### src/rtl/bus_mux_rr.sv
// bus_mux_rr: registered N-way source multiplexer with valid/ready handshake.
// A channel is chosen either by an explicit select code or by round-robin
// search after the last granted channel. The winning word is captured into a
// single output register that honours downstream back-pressure.

// Per-channel ready decode: a channel is acknowledged only when it is the
// accepted candidate.
module bus_mux_rr_lane #(
   parameter int SELW = 3,
   parameter int IDX  = 0
) (
   input  logic            accept_i,
   input  logic [SELW-1:0] cand_idx_i,
   output logic            ready_o
);
   localparam logic [SELW-1:0] MY_CODE = SELW'(IDX);

   // Single-hot acknowledge for this channel
   always_comb begin
      ready_o = accept_i && (cand_idx_i == MY_CODE);
   end
endmodule

module bus_mux_rr #(
   parameter int WIDTH = 8,
   parameter int N     = 5,
   parameter int SELW  = 3
) (
   input  logic               clk_i,
   input  logic               rst_i,
   input  logic [N*WIDTH-1:0] in_data_i,
   input  logic [N-1:0]       in_valid_i,
   output logic [N-1:0]       in_ready_o,
   input  logic [SELW-1:0]    sel_i,
   input  logic               mode_i,
   output logic [WIDTH-1:0]   out_data_o,
   output logic               out_valid_o,
   input  logic               out_ready_i,
   output logic [SELW-1:0]    out_grant_o,
   output logic               sel_err_o
);
   // Every select code has a slot here; codes >= N see a permanently idle
   // channel, so the direct-mode lookup never indexes past in_valid_i.
   localparam int              SPAN    = 2**SELW;
   localparam logic [SELW:0]   N_CODE  = (SELW+1)'(N);
   localparam logic [SELW-1:0] PTR_RST = SELW'(N-1);

   logic [WIDTH-1:0] data_q, data_d;
   logic             valid_q, valid_d;
   logic [SELW-1:0]  grant_q, grant_d;
   logic [SELW-1:0]  ptr_q, ptr_d;
   logic             sel_err_q, sel_err_d;

   logic [SPAN-1:0]  vld_ext;
   logic             sel_ok;
   logic             dir_vld;
   logic             rr_found;
   logic [SELW-1:0]  rr_idx;
   int               rr_pos;
   logic             cand_vld;
   logic [SELW-1:0]  cand_idx;
   logic [WIDTH-1:0] cand_data;
   logic             load_ok;
   logic             accept;

   assign vld_ext = SPAN'(in_valid_i);
   assign sel_ok  = ({1'b0, sel_i} < N_CODE);
   assign dir_vld = sel_ok && vld_ext[sel_i];

   // Round-robin search: first valid channel strictly after ptr, wrapping
   always_comb begin
      rr_found = 1'b0;
      rr_idx   = '0;
      rr_pos   = 0;
      for (int k = 1; k <= N; k++) begin
         rr_pos = int'(ptr_q) + k;
         if (rr_pos >= N) rr_pos = rr_pos - N;
         if (!rr_found && in_valid_i[rr_pos]) begin
            rr_found = 1'b1;
            rr_idx   = SELW'(rr_pos);
         end
      end
   end

   // Candidate choice and accept decision; reset blocks any handshake
   always_comb begin
      cand_idx = mode_i ? rr_idx : sel_i;
      cand_vld = mode_i ? rr_found : dir_vld;
      load_ok  = !valid_q || out_ready_i;
      accept   = load_ok && cand_vld && !rst_i;
   end

   // Data mux is only needed on the register input, never toward in_ready
   always_comb begin
      cand_data = '0;
      for (int i = 0; i < N; i++) begin
         if (cand_idx == SELW'(i)) cand_data = in_data_i[i*WIDTH +: WIDTH];
      end
   end

   genvar g;
   generate
      for (g = 0; g < N; g++) begin : g_lane
         bus_mux_rr_lane #(.SELW(SELW), .IDX(g)) u_lane (
            .accept_i   (accept),
            .cand_idx_i (cand_idx),
            .ready_o    (in_ready_o[g])
         );
      end
   endgenerate

   // Next-state: load on accept, drain when consumed without refill, else hold
   always_comb begin
      data_d    = data_q;
      valid_d   = valid_q;
      grant_d   = grant_q;
      ptr_d     = ptr_q;
      sel_err_d = !mode_i && !sel_ok && load_ok;
      if (accept) begin
         data_d  = cand_data;
         grant_d = cand_idx;
         valid_d = 1'b1;
         ptr_d   = cand_idx;
      end else if (out_ready_i) begin
         valid_d = 1'b0;
      end
   end

   // State registers; ptr resets to N-1 so the first search begins at 0
   always_ff @(posedge clk_i) begin
      if (rst_i) begin
         data_q    <= '0;
         valid_q   <= 1'b0;
         grant_q   <= '0;
         ptr_q     <= PTR_RST;
         sel_err_q <= 1'b0;
      end else begin
         data_q    <= data_d;
         valid_q   <= valid_d;
         grant_q   <= grant_d;
         ptr_q     <= ptr_d;
         sel_err_q <= sel_err_d;
      end
   end

   assign out_data_o  = data_q;
   assign out_valid_o = valid_q;
   assign out_grant_o = grant_q;
   assign sel_err_o   = sel_err_q;
endmodule

### config.mk
export PLATFORM = sky130hd
export DESIGN_NAME = bus_mux_rr
export DESIGN_NICKNAME = d
export VERILOG_FILES = /design/src/rtl/bus_mux_rr.sv
export SDC_FILE = /design/constraint.sdc
export NUM_CORES = 1
export LEC_CHECK = 0
export CAP_MARGIN = 20
export CORE_MARGIN = 1
export CORE_UTILIZATION = 52
export CTS_BUF_LIST = sky130_fd_sc_hd__clkbuf_8
export DETAILED_ROUTE_END_ITERATION = 16
export HOLD_SLACK_MARGIN = 0.02
export PLACE_DENSITY = 0.84
export SYNTH_ARGS = -nofsm -noshare
export SYNTH_HDL_FRONTEND = slang
export SYNTH_SLANG_ARGS = --single-unit
### constraint.sdc
create_clock -name clk_i -period 4.47 [get_ports clk_i]
set_clock_uncertainty 0.1 [all_clocks]
set_input_delay 0.447 -clock clk_i [delete_from_list [all_inputs] [get_ports clk_i]]
set_output_delay 0.447 -clock clk_i [all_outputs]
set_load 0.02 [all_outputs]
Word level (Yosys, flattened, before mapping)
Index checks and enable logic that the tools add are counted.

word-level totals
  output and inout port bits = 18
  memory bits (writable) = 0
  memory bits (read-only) = 0
  bits of input ports = 52
  bits in latches = 0
  memories = 0
  register bits = 16

operators by class
  reductions and logical operators = 25
  equality and inequality tests = 4
  add/sub/neg operators = 10
  multiplexer cells = 41
  div/mod/pow operators = 0
  bitwise operators = 0
  order comparisons = 12
  $mul = 0
  shift-type cells = 0

operator list
  operator             count
  $lt 32x5->1 const B  5
  $mux 32              5
  $mux 8               5
  $sub 4x3->5 const B  5
  $ge 4x3->1 const B   5
  $mux 1               19
  $bmux 1 s3           6
  $mux 3               6
  $logic_and 1x1->1    14
  $add 3x2->4 const B  2
  $add 3x3->4 const B  2
  $logic_not 1->1      8
  $eq 3x2->1 const B   2
  $add 3x1->4 const B  1
  $lt 3x4->1 const B   1
  $eq 3x1->1 const B   1
  $eq 3x3->1 const B   1
  $logic_not 3->1      1
  $lt 3x3->1 const B   1
  $reduce_bool 2->1    1
  $logic_or 1x1->1     1

Depth between registers and ports, before layout
  depth in word-level cells = 26
  gate-level depth with buffers = 20
  mapped depth without buffers = 13

By module
A second synthesis with hierarchy kept.

unflattened totals
  cells, all modules = 293
  area total of the unflattened synthesis = 2434.8 um2

by module, submodules not included
  module                                  instances  seq. area each (um2)  area an instance (um2)  cells an instance
  bus_mux_rr                              1          280.3                 2372.3                  288
  bus_mux_rr_lane (g_lane[1].u_lane ...)  3          0.0                   12.5                    1
  bus_mux_rr_lane (g_lane[0].u_lane)      1          0.0                   15.0                    1
  bus_mux_rr_lane (g_lane[3].u_lane)      1          0.0                   10.0                    1

Worst setup path after synthesis
OpenSTA, ideal clock, no wires.

  kind = flip-flop to output port
  start point = register out_grant_o[1] (netlist name)
  end point = output port in_ready_o[2]
  arrival = 3.658 ns
  path buffers = 7
  data required time = 3.923 ns
  stages on the path, launching flop included = 19
  setup slack = 0.265 ns
  cell sequence = dfxtp_1 clkbuf_1 inv_1 ha_1 buf_4 buf_6 nor2_1 nor3_1 nor2_2 nand4_1 a32oi_2 nor3b_4 a41o_1 buf_2 or2_4 buf_6 clkbuf_4 nor3_1 buf_4

RTL lines
  what       line  RTL
  to (decl)  33    output logic [N-1:0] in_ready_o,

==> impl_table.tex <==
\begin{tabular}{lr}
\hline
Metric & Value \\
\hline
\multicolumn{2}{l}{\textbf{Setup path}} \\
Maximum fanout encountered on the critical timing path & 25 \\
Arrival time at the worst endpoint & 3.69 ns \\
Worst endpoint required time & 3.92 ns \\
Crit Path Category & register to output port \\
Crit path launch type & register \\
Kind of end point of the critical path & output port \\
\multicolumn{2}{l}{\textbf{Synthesis}} \\
Post-synthesis sequential element count & 14 \\
Distinct cell type count of the synthesized netlist & 72 \\
Area of the mapped netlist & 0.00282 mm² \\
Top cell type's share of synthesized area & 0.0995 \\
Async set or reset register ratio after synthesis & 0 \\
Gate count of the mapped netlist & 370 \\
Predominant post-synthesis flop cell & dfxtp\_1 \\
Synthesis Warnings & 0 \\
Number of enable-type register cells in the synthesized netlist & 0 \\
Mean area per synthesized cell & 7.61 µm² \\
Post-synthesis sequential area ratio & 0.0995 \\
Ranking of synthesized cells by area & dfxtp\_1, mux2i\_1, ha\_1 \\
Net Count, Synth & 434 \\
Cell taking the most area after synthesis & dfxtp\_1 \\
\multicolumn{2}{l}{\textbf{Layout}} \\
Total of fill cells in the finished design & 413 \\
Number of diodes added for antenna fixing & 0 \\
Layout cells sized above 1 & 0.156 \\
Nets & 500 \\
Relative area change from synthesis to final layout & 29.8\% \\
Area of all placed cells without fillers & 0.00365 mm² \\
\multicolumn{2}{l}{\textbf{Routing}} \\
Drt initial violations & 386 \\
Vias after detailed routing & 3225 \\
Initial DRT Pass Iterations & 5 \\
Antenna-violating nets left & 0 \\
Detailed-route DRC error count & 0 \\
Detail-routed via count per cell & 6.39 \\
Routed wirelength normalized by instance count & 17.4 µm \\
Total Wirelength & 8760 µm \\
\multicolumn{2}{l}{\textbf{Floorplan}} \\
Floorplan Core Area & 0.00517 mm² \\
Area enclosed by the die boundary & 0.00571 mm² \\
Std cell rows & 26 \\
Die W & 75.6 µm \\
Initial core utilization & 0.545 \\
Boundary pin count & 70 \\
Die Span Y & 75.6 µm \\
\multicolumn{2}{l}{\textbf{STA}} \\
Setup TNS & 0 ns \\
Worst Max-Slew Pin Slew & 0.604 ns \\
Final cycle utilization of the critical path & 0.948 \\
Setup Viol. Count Final & 0 \\
Max Freq & 0.236 GHz \\
Minimum clock period after layout & 4.24 ns \\
Headroom to the max-slew limit & 0.596 \\
Final count of pins violating max slew & 0 \\
Setup repair after global routing missed its margin & no \\
Hold Vio Cnt, Final & 0 \\
PnR worst setup slack & 0.231 ns \\
\multicolumn{2}{l}{\textbf{Clocking}} \\
Clock tree from TritonCTS & done \\
Number of buffers created by CTS & 3 \\
Htree depth & 1 \\
Worst skew pair latency & 0.25 ns \\
CTS Root Buffer Type & clkbuf\_8 \\
Buffer depth of the longest clock path & 2 \\
Clock Pin Slew Worst Setup and Hold Paths & 0.06 ns \\
Number of hold buffers added after CTS & 0 \\
Clock net sink count & 14 \\
\multicolumn{2}{l}{\textbf{GRT}} \\
Largest net degree at the start of global routing & 32 \\
Aggregate global routing overflow & 0 \\
Number of global-route vias before repair & 2947 \\
Overall Global Routing Usage & 0.313 \\
First-pass GRT wire length & 13800 µm \\
Antenna violations before repair & 0 \\
\multicolumn{2}{l}{\textbf{Power and ir drop}} \\
Worst IR Drop VDD & 0.239 mV \\
Pwr per Cell Area & 406 mW/mm² \\
Leakage power summed over all cells & 1.43 nW \\
\multicolumn{2}{l}{\textbf{Place}} \\
Final GP Congestion & 0.906 \\
Pre-CTS setup slack & 0.00132 ns \\
Placement Cell Area & 0.00355 mm² \\
Post-detailed-placement half-perimeter wirelength & 6570 µm \\
Port buffer count & 69 \\
\multicolumn{2}{l}{\textbf{Run status}} \\
Outcome & finished clean \\
\multicolumn{2}{l}{\textbf{Min path}} \\
Path category of the worst min-delay check & register to register \\
\multicolumn{2}{l}{\textbf{Run}} \\
Number of max-cap violations & 0 \\
\hline
\end{tabular}
flip-flops by register name (all words and copies together) (netlist names):
name,count
out_valid_o,1
out_grant_o,3
ptr_q,1
sel_err_o,1
out_data_o,8
cells in the final DEF, fill, tap and decap left out, types with 10 or more instances in the layout:
cell and n:
ha_1 10, buf_4 25, a31oi_1 13, nand3_1 12
nor2_1 20, nand2b_1 10, a21oi_1 21, inv_1 25
nor3b_1 10, dfxtp_1 14, mux2i_1 25, o211ai_1 10
nand2_1 15, nor3_1 14, clkdlybuf4s50_1 64
metal layers:
metal  global-route usage  up-vias  routed length, µm
met5                    0        -                  0
met4               0.0802        0                220
met3               0.0476       29                703
met2                0.503      185               4050
met1                0.438     1493               3800
li1                     -     1518                  -
worst paths after layout:
| path | slack (ns) | from | to | depth (start not counted) |
|---|---|---|---|---|
| setup reg to reg | 0.52 | out_grant_o[0] | out_data_o[4] | 15 |
| setup / recovery | 0.23 | out_grant_o[0] | in_ready_o[2] | 13 |
| hold reg to reg | 0.39 | out_grant_o[2] | out_grant_o[2] | 2 |
| hold / removal | 0.39 | out_grant_o[2] | out_grant_o[2] | 2 |
Yosys cell counts (3+ instances only):
| cell | number |
|---|---|
| a211oi_2 | 3 |
| nor3_1 | 14 |
| dfxtp_1 | 14 |
| xnor2_1 | 3 |
| o211ai_1 | 10 |
| or2_0 | 6 |
| a32oi_1 | 8 |
| nand2b_1 | 10 |
| o22ai_1 | 9 |
| mux2i_1 | 25 |
| nand4_1 | 5 |
| a221o_1 | 9 |
| buf_2 | 6 |
| a21oi_1 | 22 |
| buf_4 | 9 |
| o21ai_0 | 9 |
| nor2_1 | 20 |
| buf_6 | 9 |
| a211oi_1 | 4 |
| a21o_1 | 4 |
| nand2_1 | 15 |
| and3_1 | 3 |
| o21ai_2 | 7 |
| ha_1 | 12 |
| nand3_1 | 12 |
| nor3b_1 | 10 |
| or2_1 | 3 |
| inv_1 | 25 |
| a31oi_1 | 13 |
| nor2b_1 | 6 |
| nand3b_1 | 4 |
| clkbuf_1 | 10 |
where the power goes:
group	switching (mW)	internal (mW)	total, mW
registers	0.0151	0.144	0.159
logic	0.676	0.522	1.20
clock network	0.0471	0.0781	0.125
total	0.738	0.744	1.48
repair_timing:
item,in CTS,in global routing
endpoints found under the setup margin,5,5
setup buffers,2,2
resized for setup,9,7
pin swaps,1,1
gates cloned,0,0
logic make-up (layout without fill, tap and decap cells):
group | Yosys count | count (layout) | share of synthesized area
AO/OA/AOI/OAI | 129 | 129 | 0.356
AND/OR/NAND/NOR | 122 | 122 | 0.252
buffers and inverters | 61 | 126 | 0.121
multiplexers | 26 | 26 | 0.0968
flip-flops | 14 | 14 | 0.0995
adder cells (fa/ha/maj) | 12 | 12 | 0.0533
XOR/XNOR | 6 | 6 | 0.0213
through the flow:
stage	instances	hold WS (ns)	total power, mW	util
detailed placement	497	0.381	1.27	0.687
finish	505	0.389	1.48	0.707
global placement	497	0.362	1.25	0.687
global route	505	0.410	1.58	0.707
floorplan	370	0.447	1.02	-
CTS	503	0.393	1.42	0.703
layout make-up:
type / count / area [µm²] / share of cell area
multi-input combinational: 295 / 2210 / 0.606
timing repair buffer: 97 / 923 / 0.253
sequential: 14 / 280 / 0.0767
inverter: 25 / 93.8 / 0.0257
tap: 70 / 87.6 / 0.0240
clock buffer: 4 / 55.1 / 0.0151
worst max-delay path, stage by stage (launching register included):
cell and delay (ns):
dfxtp_1 0.37, inv_1 0.08, buf_4 0.19, ha_1 0.28, xnor2_2 0.22, a211o_1 0.38
a211oi_2 0.29, nor2_1 0.11, a21o_1 0.18, nor3b_4 0.17, a221o_1 0.41, buf_12 0.19
nor3_1 0.21, dlygate4sd2_1 0.37
No activity file was read; power rests on OpenSTA's default activity.
